[src/rtl/exu_bjp_resolve_pkg.sv]
// Shared constants for the branch/jump resolution unit: op and compare bit
// positions, BHT counter encodings and the redirect FSM states.
package bjp_pkg;

    localparam int OP_JAL  = 7;
    localparam int OP_JALR = 6;
    localparam int OP_BEQ  = 5;
    localparam int OP_BNE  = 4;
    localparam int OP_BLT  = 3;
    localparam int OP_BGE  = 2;
    localparam int OP_BLTU = 1;
    localparam int OP_BGEU = 0;

    localparam int CMP_SLT  = 2;
    localparam int CMP_SLTU = 1;
    localparam int CMP_EQ   = 0;

    localparam logic [1:0] CTR_SNT = 2'b00;
    localparam logic [1:0] CTR_WNT = 2'b01;
    localparam logic [1:0] CTR_WT  = 2'b10;
    localparam logic [1:0] CTR_ST  = 2'b11;

    typedef enum logic {
        ST_IDLE  = 1'b0,
        ST_FLUSH = 1'b1
    } bjp_state_e;

    function automatic logic [1:0] ctr_next(input logic [1:0] ctr, input logic taken);
        logic [1:0] nxt;
        nxt = ctr;
        if (taken && ctr != CTR_ST) begin
            nxt = ctr + 2'b01;
        end else if (!taken && ctr != CTR_SNT) begin
            nxt = ctr - 2'b01;
        end
        return nxt;
    endfunction

endpackage

[src/rtl/exu_bjp_resolve_if.sv]
// Request, result, prediction and redirect signals of the resolution unit.
// The slave modport is the unit itself; master is the surrounding pipeline.
interface exu_bjp_resolve_if #(
    parameter int XLEN = 32
);
    logic            i_req_valid;
    logic            o_req_ready;
    logic [XLEN-1:0] i_req_pc;
    logic [XLEN-1:0] i_req_imm;
    logic [XLEN-1:0] i_req_rs1;
    logic [7:0]      i_req_op;
    logic [2:0]      i_req_cmp;
    logic            i_req_pred_taken;
    logic [XLEN-1:0] i_pred_pc;
    logic            o_pred_taken;
    logic            o_rsl_valid;
    logic            i_rsl_ready;
    logic            o_rsl_taken;
    logic [XLEN-1:0] o_rsl_target;
    logic [XLEN-1:0] o_rsl_link;
    logic            o_rsl_mispred;
    logic            o_rsl_misalign;
    logic            o_flush_valid;
    logic            i_flush_ready;
    logic [XLEN-1:0] o_flush_pc;

    modport master (
        output i_req_valid, i_req_pc, i_req_imm, i_req_rs1, i_req_op, i_req_cmp,
               i_req_pred_taken, i_pred_pc, i_rsl_ready, i_flush_ready,
        input  o_req_ready, o_pred_taken, o_rsl_valid, o_rsl_taken, o_rsl_target,
               o_rsl_link, o_rsl_mispred, o_rsl_misalign, o_flush_valid, o_flush_pc
    );

    modport slave (
        input  i_req_valid, i_req_pc, i_req_imm, i_req_rs1, i_req_op, i_req_cmp,
               i_req_pred_taken, i_pred_pc, i_rsl_ready, i_flush_ready,
        output o_req_ready, o_pred_taken, o_rsl_valid, o_rsl_taken, o_rsl_target,
               o_rsl_link, o_rsl_mispred, o_rsl_misalign, o_flush_valid, o_flush_pc
    );

endinterface

[src/rtl/exu_bjp_resolve_bht.sv]
// Branch history table: 2-bit saturating counters with a combinational read
// port for the IFU and one synchronous training port.
module bjp_bht
    import bjp_pkg::*;
#(
    parameter int DEPTH = 64,
    parameter int IDX_W = $clog2(DEPTH)
) (
    input  logic             clk,
    input  logic             rst_n,
    input  logic [IDX_W-1:0] rd_idx,
    output logic             rd_taken,
    input  logic             upd_en,
    input  logic [IDX_W-1:0] upd_idx,
    input  logic             upd_taken
);

    logic [1:0] ctr [DEPTH];

    // A read of the index being trained this cycle still sees the old count.
    always_ff @(posedge clk) begin
        if (!rst_n) begin
            for (int i = 0; i < DEPTH; i++) begin
                ctr[i] <= CTR_WNT;
            end
        end else if (upd_en) begin
            ctr[upd_idx] <= ctr_next(ctr[upd_idx], upd_taken);
        end
    end

    assign rd_taken = ctr[rd_idx][1];

endmodule

[src/rtl/exu_bjp_resolve.sv]
// Branch/jump resolution: outcome, target, link, mispredict and IFU redirect.
// Define BJP_MISALIGN_CHK_EN to trap misaligned taken targets instead of redirecting.
module exu_bjp_resolve
    import bjp_pkg::*;
#(
    parameter int XLEN      = 32,
    parameter int BHT_DEPTH = 64
) (
    input  logic             clk,
    input  logic             rst_n,
    exu_bjp_resolve_if.slave bus
);

    localparam int BHT_IDX_W = $clog2(BHT_DEPTH);

    logic [7:0]      op;
    logic            eq, slt, sltu;
    logic            is_cond, cond_taken, mispred_raw;
    logic            req_taken, req_mispred, req_misalign, req_upd;
    logic [XLEN-1:0] req_target, req_link;

    logic                 rsl_valid, rsl_taken, rsl_mispred, rsl_misalign, rsl_upd;
    logic [XLEN-1:0]      rsl_target, rsl_link, flush_pc;
    logic [BHT_IDX_W-1:0] rsl_idx;

    bjp_state_e state, state_next;
    logic       flush_valid, req_ready, req_fire, rsl_fire;

    assign op   = bus.i_req_op;
    assign eq   = bus.i_req_cmp[CMP_EQ];
    assign slt  = bus.i_req_cmp[CMP_SLT];
    assign sltu = bus.i_req_cmp[CMP_SLTU];

    always_comb begin
        is_cond    = |op[OP_BEQ:OP_BGEU];
        cond_taken = (op[OP_BEQ]  &  eq)   | (op[OP_BNE]  & ~eq)  |
                     (op[OP_BLT]  &  slt)  | (op[OP_BGE]  & ~slt) |
                     (op[OP_BLTU] &  sltu) | (op[OP_BGEU] & ~sltu);
        req_taken  = op[OP_JAL] | op[OP_JALR] | cond_taken;
        req_target = op[OP_JALR] ? ((bus.i_req_rs1 + bus.i_req_imm) & ~XLEN'(1))
                                 : (bus.i_req_pc + bus.i_req_imm);
        req_link   = bus.i_req_pc + XLEN'(4);

        // jalr has no target prediction, so it always redirects.
        if (is_cond) begin
            mispred_raw = req_taken ^ bus.i_req_pred_taken;
        end else if (op[OP_JAL]) begin
            mispred_raw = ~bus.i_req_pred_taken;
        end else begin
            mispred_raw = op[OP_JALR];
        end

`ifdef BJP_MISALIGN_CHK_EN
        req_misalign = req_taken & (|req_target[1:0]);
`else
        req_misalign = 1'b0;
`endif
        req_mispred = mispred_raw & ~req_misalign;
        req_upd     = is_cond & ~req_misalign;
    end

    assign req_ready = (state == ST_IDLE) & (~rsl_valid | bus.i_rsl_ready);
    assign req_fire  = bus.i_req_valid & req_ready;
    assign rsl_fire  = rsl_valid & bus.i_rsl_ready;

    always_ff @(posedge clk) begin
        if (!rst_n) begin
            state <= ST_IDLE;
        end else begin
            state <= state_next;
        end
    end

    always_comb begin
        state_next  = state;
        flush_valid = 1'b0;
        case (state)
            ST_IDLE: begin
                if (req_fire && req_mispred) begin
                    state_next = ST_FLUSH;
                end
            end
            ST_FLUSH: begin
                flush_valid = 1'b1;
                if (bus.i_flush_ready) begin
                    state_next = ST_IDLE;
                end
            end
            default: state_next = ST_IDLE;
        endcase
    end

    // Result fields only load on an accepted request, which keeps them stable under backpressure.
    always_ff @(posedge clk) begin
        if (!rst_n) begin
            rsl_valid    <= 1'b0;
            rsl_taken    <= 1'b0;
            rsl_target   <= '0;
            rsl_link     <= '0;
            rsl_mispred  <= 1'b0;
            rsl_misalign <= 1'b0;
            rsl_upd      <= 1'b0;
            rsl_idx      <= '0;
            flush_pc     <= '0;
        end else begin
            if (req_fire) begin
                rsl_valid    <= 1'b1;
                rsl_taken    <= req_taken;
                rsl_target   <= req_target;
                rsl_link     <= req_link;
                rsl_mispred  <= req_mispred;
                rsl_misalign <= req_misalign;
                rsl_upd      <= req_upd;
                rsl_idx      <= bus.i_req_pc[BHT_IDX_W+1:2];
            end else if (rsl_fire) begin
                rsl_valid <= 1'b0;
            end
            if (req_fire && req_mispred) begin
                flush_pc <= req_taken ? req_target : req_link;
            end
        end
    end

    bjp_bht #(
        .DEPTH (BHT_DEPTH)
    ) u_bht (
        .clk       (clk),
        .rst_n     (rst_n),
        .rd_idx    (bus.i_pred_pc[BHT_IDX_W+1:2]),
        .rd_taken  (bus.o_pred_taken),
        .upd_en    (rsl_fire & rsl_upd),
        .upd_idx   (rsl_idx),
        .upd_taken (rsl_taken)
    );

    assign bus.o_req_ready    = req_ready;
    assign bus.o_rsl_valid    = rsl_valid;
    assign bus.o_rsl_taken    = rsl_taken;
    assign bus.o_rsl_target   = rsl_target;
    assign bus.o_rsl_link     = rsl_link;
    assign bus.o_rsl_mispred  = rsl_mispred;
    assign bus.o_rsl_misalign = rsl_misalign;
    assign bus.o_flush_valid  = flush_valid;
    assign bus.o_flush_pc     = flush_pc;

endmodule

[src/flat_wrapper.sv]
// flat-port wrapper written by rule: the top's interface ports become plain ports
module exu_bjp_resolve_flat import bjp_pkg::*;
#(
    parameter int XLEN      = 32,
    parameter int BHT_DEPTH = 64
)
  (clk, rst_n, bus_i_req_valid, bus_i_req_pc, bus_i_req_imm, bus_i_req_rs1, bus_i_req_op, bus_i_req_cmp, bus_i_req_pred_taken, bus_i_pred_pc, bus_i_rsl_ready, bus_i_flush_ready, bus_o_req_ready, bus_o_pred_taken, bus_o_rsl_valid, bus_o_rsl_taken, bus_o_rsl_target, bus_o_rsl_link, bus_o_rsl_mispred, bus_o_rsl_misalign, bus_o_flush_valid, bus_o_flush_pc);
  exu_bjp_resolve_if #(.XLEN(XLEN)) bus_i ();
  input  logic clk;
  input  logic rst_n;
  input wire logic [$bits(bus_i.i_req_valid)-1:0] bus_i_req_valid;
  input wire logic [$bits(bus_i.i_req_pc)-1:0] bus_i_req_pc;
  input wire logic [$bits(bus_i.i_req_imm)-1:0] bus_i_req_imm;
  input wire logic [$bits(bus_i.i_req_rs1)-1:0] bus_i_req_rs1;
  input wire logic [$bits(bus_i.i_req_op)-1:0] bus_i_req_op;
  input wire logic [$bits(bus_i.i_req_cmp)-1:0] bus_i_req_cmp;
  input wire logic [$bits(bus_i.i_req_pred_taken)-1:0] bus_i_req_pred_taken;
  input wire logic [$bits(bus_i.i_pred_pc)-1:0] bus_i_pred_pc;
  input wire logic [$bits(bus_i.i_rsl_ready)-1:0] bus_i_rsl_ready;
  input wire logic [$bits(bus_i.i_flush_ready)-1:0] bus_i_flush_ready;
  output wire logic [$bits(bus_i.o_req_ready)-1:0] bus_o_req_ready;
  output wire logic [$bits(bus_i.o_pred_taken)-1:0] bus_o_pred_taken;
  output wire logic [$bits(bus_i.o_rsl_valid)-1:0] bus_o_rsl_valid;
  output wire logic [$bits(bus_i.o_rsl_taken)-1:0] bus_o_rsl_taken;
  output wire logic [$bits(bus_i.o_rsl_target)-1:0] bus_o_rsl_target;
  output wire logic [$bits(bus_i.o_rsl_link)-1:0] bus_o_rsl_link;
  output wire logic [$bits(bus_i.o_rsl_mispred)-1:0] bus_o_rsl_mispred;
  output wire logic [$bits(bus_i.o_rsl_misalign)-1:0] bus_o_rsl_misalign;
  output wire logic [$bits(bus_i.o_flush_valid)-1:0] bus_o_flush_valid;
  output wire logic [$bits(bus_i.o_flush_pc)-1:0] bus_o_flush_pc;
  assign bus_i.i_req_valid = bus_i_req_valid;
  assign bus_i.i_req_pc = bus_i_req_pc;
  assign bus_i.i_req_imm = bus_i_req_imm;
  assign bus_i.i_req_rs1 = bus_i_req_rs1;
  assign bus_i.i_req_op = bus_i_req_op;
  assign bus_i.i_req_cmp = bus_i_req_cmp;
  assign bus_i.i_req_pred_taken = bus_i_req_pred_taken;
  assign bus_i.i_pred_pc = bus_i_pred_pc;
  assign bus_i.i_rsl_ready = bus_i_rsl_ready;
  assign bus_i.i_flush_ready = bus_i_flush_ready;
  assign bus_o_req_ready = bus_i.o_req_ready;
  assign bus_o_pred_taken = bus_i.o_pred_taken;
  assign bus_o_rsl_valid = bus_i.o_rsl_valid;
  assign bus_o_rsl_taken = bus_i.o_rsl_taken;
  assign bus_o_rsl_target = bus_i.o_rsl_target;
  assign bus_o_rsl_link = bus_i.o_rsl_link;
  assign bus_o_rsl_mispred = bus_i.o_rsl_mispred;
  assign bus_o_rsl_misalign = bus_i.o_rsl_misalign;
  assign bus_o_flush_valid = bus_i.o_flush_valid;
  assign bus_o_flush_pc = bus_i.o_flush_pc;
  exu_bjp_resolve #(.XLEN(XLEN), .BHT_DEPTH(BHT_DEPTH)) u_core (.clk(clk), .rst_n(rst_n), .bus(bus_i));
endmodule
[config.mk]
export PLATFORM = sky130hd
export DESIGN_NAME = exu_bjp_resolve_flat
export DESIGN_NICKNAME = d
export VERILOG_FILES = /design/src/rtl/exu_bjp_resolve_pkg.sv /design/src/rtl/exu_bjp_resolve_if.sv /design/src/rtl/exu_bjp_resolve_bht.sv /design/src/rtl/exu_bjp_resolve.sv /design/src/flat_wrapper.sv
export SDC_FILE = /design/constraint.sdc
export NUM_CORES = 1
export LEC_CHECK = 0
export CORE_MARGIN = 2
export CORE_UTILIZATION = 55
export DETAILED_ROUTE_END_ITERATION = 10
export GPL_TIMING_DRIVEN = 0
export PLACE_DENSITY_LB_ADDON = 0.2
export REMOVE_ABC_BUFFERS = 1
export SLEW_MARGIN = 20
export SYNTH_ARGS = -nofsm -noshare
export SYNTH_HDL_FRONTEND = slang
export SYNTH_SLANG_ARGS = --single-unit
[constraint.sdc]
create_clock -name clk -period 4.6 [get_ports clk]
set_input_delay 0.92 -clock clk [delete_from_list [all_inputs] [get_ports clk]]
set_output_delay 0.92 -clock clk [all_outputs]
set_load 0.02 [all_outputs]
=== Word level (Yosys, flattened, before mapping) ===
Memories as Yosys holds them, arrays and structs flattened. A register that Yosys moved wholly into a read port is not among the register bits.
Cells that the tools add are included.
W data, S select, Z words.

* Bits in writable memories: 128
* Output and inout port bits: 103
* Register bits: 107
* Memories kept: 1
* Input bits: 145

{| class="wikitable"
|+ Memories
! memory !! depth !! width !! rd ports !! clocked after memory_dff !! wr ports !! line !! source
|-
| u_core.u_bht.ctr || 64 || 2 || 2 || 1 || 64 || exu_bjp_resolve_bht.sv:18 || <nowiki>logic [1:0] ctr [DEPTH];</nowiki>
|}

* Reduce and logical (&&, ||, !) cells: 8
* Equality and inequality tests: 1
* Bitwise operators: 25
* Add/subtract/negate cells: 5
* Muxes and demuxes: 23

{| class="wikitable"
|+ Operators by type and width
! kind !! number
|-
| $add A32 B32 Y32 || 2
|-
| $mux W32 || 2
|-
| $add A32 B3 Y32 const B || 1
|-
| $mux W6 || 3
|-
| $mux W1 || 12
|-
| $and A1 B1 Y1 || 10
|-
| $mux W2 || 5
|-
| $or A1 B1 Y1 || 8
|-
| $not A1 Y1 || 6
|-
| $reduce_or A6 Y1 || 1
|-
| $reduce_bool A2 Y1 || 2
|-
| $logic_and A1 B1 Y1 || 3
|-
| $add A2 B1 Y2 const B || 1
|-
| $ne A2 B2 Y1 const B || 1
|-
| $pmux W1 S2 || 1
|-
| $reduce_or A2 Y1 || 1
|-
| $sub A2 B1 Y2 const B || 1
|-
| $logic_not A1 Y1 || 1
|-
| $xor A1 B1 Y1 || 1
|}

=== Longest topological paths before layout ===
Gate-level depths: netlist of the first run.

* Depth in word-level cells: 13
* Mapped depth: 14

=== Hierarchy ===
From an unflattened synthesis of the first run, not the netlist that was laid out.

* Cells, all modules: 1757
* Area total of the unflattened synthesis: 15473.6 um^2

{| class="wikitable"
|+ By module, submodules not included
! module !! cells an instance !! area an instance (um^2) !! sequential area each (um^2) !! times used
|-
| exu_bjp_resolve || 1032 || 7915.1 || 2142.1 || 1
|-
| bjp_bht || 725 || 7558.5 || 3843.7 || 1
|}

=== Least setup slack after synthesis of the first run ===
No wires, ideal clock.

* Kind: in2out
* Start: in bus_i_pred_pc[2]
* End: out bus_o_pred_taken
* Cell stages on the path: 5
* Arrival: 3401 ps
* Path slack: 279 ps
* Cells stage by stage: clkbuf_1 > buf_1 > mux4_2 > mux4_2 > mux4_2

* Word-level cells in the longest chain between the ends: 1

{| class="wikitable"
|+ Ends and longest elaborated chain
! element !! line !! source
|-
| start, declared || flat_wrapper.sv:18 || <nowiki>input wire logic [$bits(bus_i.i_pred_pc)-1:0] bus_i_pred_pc;</nowiki>
|-
| $mem_v2 Z64 W2 || - ||
|-
| end, declared || flat_wrapper.sv:22 || <nowiki>output wire logic [$bits(bus_i.o_pred_taken)-1:0] bus_o_pred_taken;</nowiki>
|}

No other way between the ends.

=== Worst setup path after layout of the first run ===
* Start: in bus_i_req_imm[0]
* End: reg u_core.flush_pc[28], in the netlist u_core.bus.o_flush_pc[28]

* Word-level cells in the longest chain between the ends: 3
* Elaborated cells on any way between the ends: 4
* Classes of those cells: add/sub: 2; mux: 2

{| class="wikitable"
|+ Ends and longest elaborated chain
! element !! line !! source
|-
| start, declared || flat_wrapper.sv:13 || <nowiki>input wire logic [$bits(bus_i.i_req_imm)-1:0] bus_i_req_imm;</nowiki>
|-
| $add A32 B32 Y32, on equally long branches || exu_bjp_resolve.sv:41, exu_bjp_resolve.sv:40 ||
|-
| $mux W32 * || exu_bjp_resolve.sv:40 || <nowiki>req_target = op[OP_JALR] ? ((bus.i_req_rs1 + bus.i_req_imm) & ~XLEN'(1))</nowiki>
|-
| $mux W32 * || exu_bjp_resolve.sv:119 || <nowiki>flush_pc <= req_taken ? req_target : req_link;</nowiki>
|-
| end signal, assigned || exu_bjp_resolve.sv:119 ||
|-
| end, declared || exu_bjp_resolve.sv:23 || <nowiki>logic [XLEN-1:0] rsl_target, rsl_link, flush_pc;</nowiki>
|}

Mark *: on every way between the ends. The rest lies on a longest branch, timed or not.
A chain may end at the register's enable or synchronous reset.

==> impl_metrics.yaml, run 1 <==
drt:
  maxUsedRoutingLayer: "met4"
  routed_wirelength_um: 44200
  drt_iter0_drc: 1520
  route.vias.total: 13300
  route.met3.wl_um: 3430
  postRouteAntennaNets: 0
  post_drt_wl_per_cell_um: 20.9
  met1Wirelength_um: 17800
  detail_route.vias_per_cell: 6.31
  drc_errors: 0
  met2WireLength_um: 21400
  drt_pass1_iterations: 5
power:
  seq_power_share_pct: 39.9
  finalPower_mw: 6.19
  combinationalPowerShare_pct: 26.2
  max_vdd_drop_mv: 0.253
  static-leakage-power_nw: 6.50
  clkPwrFrac_pct: 33.9
  p_int_mw: 4.29
  power_per_cell_area_nw_per_um2: 339
  switching_power_mw: 1.90
  netSwitchingFraction_pct: 30.6
global_routing:
  grt-ovfl-total: 0
  grt_start_max_net_pins: 80
  antenna_found_initial: 0
  number_of_global_route_vias_before_repair: 12700
  global_route_wire_length_before_repair_um: 68300
  grt_util_all_layers_pct: 30.4
setup_path:
  r2r_end: "u_core.u_bht.ctr[44][0]"
  critical_path_peak_fanout: 5
  crit_path_dat_ns: 4.85
  cp_data_required_time_ns: 5.05
  reg2reg_depth: 11
  regToRegSetupSlack_ns: 0.34
  worst_setup_path_end_kind: "flip-flop"
  worstSetupStartpointType: "input port"
  crit_type: "input port to flip-flop"
hold_path:
  hold_depth: 2
  hp-start: "u_core.bus.o_flush_pc[14]"
  min_to: "u_core.bus.o_flush_pc[14]"
  hold_class: "flip-flop to flip-flop"
sta:
  rsz0062_at_grt: "false"
  clock_skew_ns: 0.0117
  finalSetupViolations: 0
  hold_viol_final: 0
  max_clock_freq_mhz: 227
  fin_ws_ns: 0.193
  worst-slew-pin-transition_ns: 1.10
  number_of_max_slew_violations_in_the_final_report: 0
  post-route-period-util_pct: 95.8
  slew-limit-headroom_pct: 26.3
  final_period_minus_worst_setup_slack_ns: 4.41
cts:
  post_cts_hold_buffer_count: 0
  cts-root-to-sink-buffers: 3
  cts_resized: 3
  tritoncts: "yes"
  clock_buffers_created_by_tritoncts: 25
  clock_pin_slew_worst_setup_and_hold_paths_ns: 0.06
  worstSkewPairLatency_ns: 0.54
  tritoncts_num_sinks: 241
  postCtsSetupRepairBufs: 0
  cts.root.buffer_cell: "sky130_fd_sc_hd__clkbuf_16"
  h-tree-depth: 1
yosys:
  async_s_r_ff_share_synth_pct: 0
  synthesis.instances: 1598
  synth_edf_count: 128
  yosys_warning_count: 0
  synth.ff_latch_count: 241
  synth-main-ff-cell: "sky130_fd_sc_hd__edfxtp_1"
  netlist-cell-type-count: 70
  sequential_cell_area_fraction_in_the_yosys_report_pct: 40.8
  mappedNetlistArea_um2: 15000
  postSynthAreaPerCell_um2: 9.36
placement:
  preCtsSetupSlack_ns: -0.366
  placement.io_buffers: 220
  dp.final_hpwl_um: 32200
  gp_congestion: 0.948
  dp.cells: 2066
finish:
  number_of_non_filler_instances_in_the_completed_layout: 2112
  finalNetCount: 1963
  post_route_cells_drive_above_1_share_pct: 8.58
  final_cell_mix: "sky130_fd_sc_hd__nand2_1 (239), sky130_fd_sc_hd__clkdlybuf4s50_1 (216), sky130_fd_sc_hd__nor2_1 (195)"
  final_common_cell: "sky130_fd_sc_hd__nand2_1"
  antenna_cells_inserted: 0
  area.growth.synth_to_final_pct: 22.3
die:
  coreArea_um2: 26800
  floorplan_die_height_um: 169
  ioPinCount: 248
  design.die.area_um2: 28500
  num_rows: 60
  initial_core_util_pct: 55.8
  die_x_um: 169
flow_run:
  max-cap-violations: 0
run_status:
  status: "finished, final reports clean"
-- synth_stat cells, types with 36 or more instances --
master	n	area [um^2]
sky130_fd_sc_hd__a211oi_1	48	360
sky130_fd_sc_hd__edfxtp_1	128	3840
sky130_fd_sc_hd__clkbuf_1	80	300
sky130_fd_sc_hd__ha_1	64	801
sky130_fd_sc_hd__a21oi_1	107	536
sky130_fd_sc_hd__nand3_1	86	430
sky130_fd_sc_hd__xnor2_1	42	368
sky130_fd_sc_hd__dfxtp_1	113	2260
sky130_fd_sc_hd__nand2_1	240	901
sky130_fd_sc_hd__mux4_2	62	1400
sky130_fd_sc_hd__nor3_1	36	180
sky130_fd_sc_hd__o21ai_0	63	315
sky130_fd_sc_hd__xor2_1	43	377
sky130_fd_sc_hd__nor2_1	196	736
-- per-stage QoR --
stage | instance area, um^2 | TNS (ns) | hold slack [ns] | util, %
3_3_place_gp | 17100 | -717.04 | 0.439 | 63.8
5_1_grt | 18300 | 0 | 0.473 | 68.2
6_report | 18300 | 0 | 0.454 | 68.2
3_5_place_dp | 17400 | -2.48 | 0.447 | 65.0
4_1_cts | 18300 | 0 | 0.455 | 68.2
2_1_floorplan | 14500 | -49.40 | 0.487 | -
-- flip-flops by register name (all words and copies together), names as in the netlist, named ones only --
signal                    count
u_core.bus.o_flush_pc        32
u_core.u_bht.ctr            128
u_core.bus.o_rsl_taken        1
u_core.state                  1
u_core.bus.o_rsl_target      32
u_core.bus.o_rsl_link        32
u_core.rsl_idx                6
u_core.rsl_upd                1
u_core.bus.o_rsl_valid        1
u_core.bus.o_rsl_mispred      1
-- layout make-up --
cell class | instances | area (um^2)
clock buffer | 35 | 726
clock inverter | 11 | 128
fill | 2037 | 8510
inverter | 20 | 80.1
multi-input combinational | 1229 | 8340
sequential | 241 | 6110
tap | 341 | 427
timing repair buffer | 235 | 2470
-- how the worst max path moves through the flow --
stage | start | end
3_5_place_dp | bus_i_pred_pc[3] | bus_o_pred_taken
4_1_cts | bus_i_pred_pc[2] | bus_o_pred_taken
6_report | bus_i_req_imm[0] | u_core.bus.o_flush_pc[28]
2_1_floorplan | flip-flop | u_core.u_bht.ctr[0][0]
5_1_grt | bus_i_req_imm[0] | u_core.bus.o_flush_pc[28]
3_3_place_gp | rst_n | u_core.bus.o_flush_pc[16]
-- per-layer routing --
layer,vias to the layer above,track usage (%)
met4,0,10.8
met2,664,51.2
li1,6180,-
met1,6388,40.5
met3,99,3.90
met5,-,0
-- critical path, stage by stage --
cell and delay, ns:
sky130_fd_sc_hd__clkdlybuf4s50_1 0.48, sky130_fd_sc_hd__ha_1 0.28, sky130_fd_sc_hd__fa_1 0.41, sky130_fd_sc_hd__a21o_1 0.22, sky130_fd_sc_hd__a221oi_1 0.53, sky130_fd_sc_hd__o31ai_1 0.30, sky130_fd_sc_hd__a31oi_1 0.41, sky130_fd_sc_hd__a21oi_1 0.20
sky130_fd_sc_hd__a31oi_1 0.27, sky130_fd_sc_hd__mux2_2 0.38, sky130_fd_sc_hd__mux2_2 0.27, sky130_fd_sc_hd__o31ai_1 0.19
-- power groups by stage --
stage / sequential [mW] / clock [mW] / combinational [mW]
2_1_floorplan: 2.58 / 0 / 0.820
4_1_cts: 2.46 / 2.10 / 1.60
5_1_grt: 2.48 / 2.19 / 1.74
6_report: 2.47 / 2.10 / 1.62
3_3_place_gp: 2.51 / 0 / 1.49
3_5_place_dp: 2.51 / 0 / 1.59
-- cells by family (layout without fill, tap and decap cells) --
logic type / after synthesis / after routing / share of synthesized area [%]
muxes: 86 / 86 / 11.0
DFF: 241 / 241 / 40.8
adders and majority gates: 66 / 66 / 5.62
other: 1 / 1 / 0.0251
xor gates and xnor gates: 86 / 86 / 5.09
AOI/OAI and AO/OA: 350 / 350 / 15.1
buffers and inverters: 128 / 301 / 3.70
and+or+nand+nor: 640 / 640 / 18.7
Power figures use the tool's default switching activity.
==> inputs of run 2 (changes only) <==
clock period = 4.2 ns   (was 4.6 ns; I/O delays follow)
==> impl_metrics.yaml, run 2 (synthesized netlist as in run 1, its figures left out) <==
run_status:
  status: "finished, final reports clean"
sta:
  rsz0062_at_grt: "false"
  hold_viol_final: 0
  slew-limit-headroom_pct: 26.9
  max_clock_freq_mhz: 246
  post-route-period-util_pct: 96.8
  clock_skew_ns: 0.0107
  worst-slew-pin-transition_ns: 1.09
  fin_ws_ns: 0.134
  number_of_max_slew_violations_in_the_final_report: 0
  finalSetupViolations: 0
  aggregate_negative_setup_slack_ns: 0
  final_period_minus_worst_setup_slack_ns: 4.07
drt:
  routed_wirelength_um: 44700
  post_drt_wl_per_cell_um: 21.1
  postRouteAntennaNets: 0
  drc_errors: 0
  route.vias.total: 13400
  detail_route.vias_per_cell: 6.33
  drt_pass1_iterations: 7
  drt_iter0_drc: 1527
placement:
  post_dp_cell_area_um2: 17400
  gp_congestion: 0.948
  dp.final_hpwl_um: 32200
  placement.io_buffers: 220
  preCtsSetupSlack_ns: -0.632
hold_path:
  hold_class: "flip-flop to flip-flop"
finish:
  antenna_cells_inserted: 0
  largest_register_ffs: 128
  area.growth.synth_to_final_pct: 23.0
  layout.core_utilization_pct: 68.6
  final_cell_mix: "sky130_fd_sc_hd__nand2_1 (239), sky130_fd_sc_hd__clkdlybuf4s50_1 (216), sky130_fd_sc_hd__nor2_1 (194)"
  finish.instance_area_um2: 18400
  post_route_cells_drive_above_1_share_pct: 9.12
  layout.filler_cells: 2015
  largest_register: "u_core.u_bht.ctr"
  final_common_cell: "sky130_fd_sc_hd__nand2_1"
  finalNetCount: 1969
die:
  initial_core_util_pct: 55.8
  coreArea_um2: 26800
  num_rows: 60
  die_x_um: 169
  ioPinCount: 248
  floorplan_die_height_um: 169
  design.die.area_um2: 28500
cts:
  worstSkewPairLatency_ns: 0.54
  clock_pin_slew_worst_setup_and_hold_paths_ns: 0.06
  clock_buffers_created_by_tritoncts: 25
  tritoncts: "yes"
  tritoncts_num_sinks: 241
  cts.root.buffer_cell: "sky130_fd_sc_hd__clkbuf_16"
  h-tree-depth: 1
  cts-root-to-sink-buffers: 3
  post_cts_hold_buffer_count: 0
power:
  power_per_cell_area_nw_per_um2: 371
  static-leakage-power_nw: 6.54
  max_vdd_drop_mv: 0.279
setup_path:
  worst_setup_path_end_kind: "primary output"
  worstSetupStartpointType: "input port"
  crit_type: "input port to primary output"
  cp_data_required_time_ns: 3.36
  critical_path_peak_fanout: 16
  regToRegSetupSlack_ns: 0.19
  r2r_end: "u_core.u_bht.ctr[54][0]"
  crit_start: "bus_i_pred_pc[3]"
  crit_path_dat_ns: 3.23
  reg2reg_depth: 12
  crit_path_end: "bus_o_pred_taken"
global_routing:
  global_route_wire_length_before_repair_um: 68500
  number_of_global_route_vias_before_repair: 12800
  antenna_found_initial: 0
  grt-ovfl-total: 0
  grt_start_max_net_pins: 80
  grt_util_all_layers_pct: 30.5
flow_run:
  max-cap-violations: 0
[run 2: cell types whose count changed in the layout (fill, tap and decap cells not counted)]
cell                              delta
sky130_fd_sc_hd__a221oi_2            +1
sky130_fd_sc_hd__buf_12              +3
sky130_fd_sc_hd__a31oi_1             -1
sky130_fd_sc_hd__clkbuf_4            -1
sky130_fd_sc_hd__nor2_2              +1
sky130_fd_sc_hd__nor2_1              -1
sky130_fd_sc_hd__a31oi_2             +1
sky130_fd_sc_hd__buf_4               +3
sky130_fd_sc_hd__o31ai_1             -1
sky130_fd_sc_hd__o31ai_2             +1
sky130_fd_sc_hd__buf_6               +1
sky130_fd_sc_hd__a221oi_1            -1
sky130_fd_sc_hd__clkdlybuf4s15_2     -1
sky130_fd_sc_hd__buf_2               +1
[run 2: layout make-up]
| cell class | count | area (um^2) | share of cell area (%) |
|---|---|---|---|
| timing repair buffer | 241 | 2550 | 13.9 |
| multi-input combinational | 1229 | 8360 | 45.5 |
| inverter | 20 | 80.1 | 0.435 |
| tap | 341 | 427 | 2.32 |
| clock inverter | 11 | 128 | 0.694 |
| clock buffer | 35 | 726 | 3.95 |
| sequential | 241 | 6110 | 33.2 |
[run 2: routing by layer]
| metal | vias to the layer above | track usage (%) | part of all wire [%] |
|---|---|---|---|
| li1 | 6186 | - | - |
| met1 | 6450 | 40.5 | 40 |
| met2 | 666 | 51.3 | 49 |
| met3 | 97 | 4.09 | 8.3 |
| met4 | 0 | 11.0 | 3.5 |
| met5 | - | 0 | 0 |
[run 2: report_power, final]
| group | leakage (nW) | switching, mW | internal (mW) | total [mW] |
|---|---|---|---|---|
| registers | 2.03 | 0.104 | 2.59 | 2.70 |
| clock network | 0.432 | 0.960 | 1.34 | 2.30 |
| logic | 4.08 | 1.03 | 0.802 | 1.83 |
| total | 6.54 | 2.09 | 4.74 | 6.83 |
[run 2: per-stage QoR]
step / hold WS (ns) / power [mW] / instances
6_report: 0.455 / 6.83 / 2118
3_3_place_gp: 0.439 / 4.38 / 2051
4_1_cts: 0.455 / 6.77 / 2115
2_1_floorplan: 0.487 / 3.72 / 1490
5_1_grt: 0.473 / 7.07 / 2118
3_5_place_dp: 0.447 / 4.49 / 2066
[run 2: how the worst min path moves through the flow]
stage | cells after the start | endpoint | slack, ns | startpoint
5_1_grt | 2 | u_core.bus.o_rsl_target[0] | 0.47 | u_core.bus.o_rsl_target[0]
3_3_place_gp | 2 | u_core.bus.o_flush_pc[27] | 0.44 | u_core.bus.o_flush_pc[27]
2_1_floorplan | 2 | u_core.rsl_upd | 0.49 | u_core.rsl_upd
3_5_place_dp | 2 | u_core.bus.o_flush_pc[14] | 0.45 | u_core.bus.o_flush_pc[14]
4_1_cts | 2 | u_core.bus.o_rsl_target[0] | 0.46 | u_core.bus.o_rsl_target[0]
6_report | 2 | u_core.bus.o_flush_pc[10] | 0.45 | u_core.bus.o_flush_pc[10]
[run 2: critical path, cell delays in order]
cell and delay [ns]:
sky130_fd_sc_hd__buf_2 0.42, sky130_fd_sc_hd__mux4_2 0.40, sky130_fd_sc_hd__mux4_2 0.52, sky130_fd_sc_hd__mux4_2 0.48, sky130_fd_sc_hd__clkdlybuf4s50_1 0.55
[run 2: timing repair]
action / in CTS / in global routing
endpoints found under the hold margin: 0 / 0
setup buffers: 3 / 3
pin swaps: 1 / 1
resized for setup: 6 / 6
setup endpoints to repair: 48 / 70
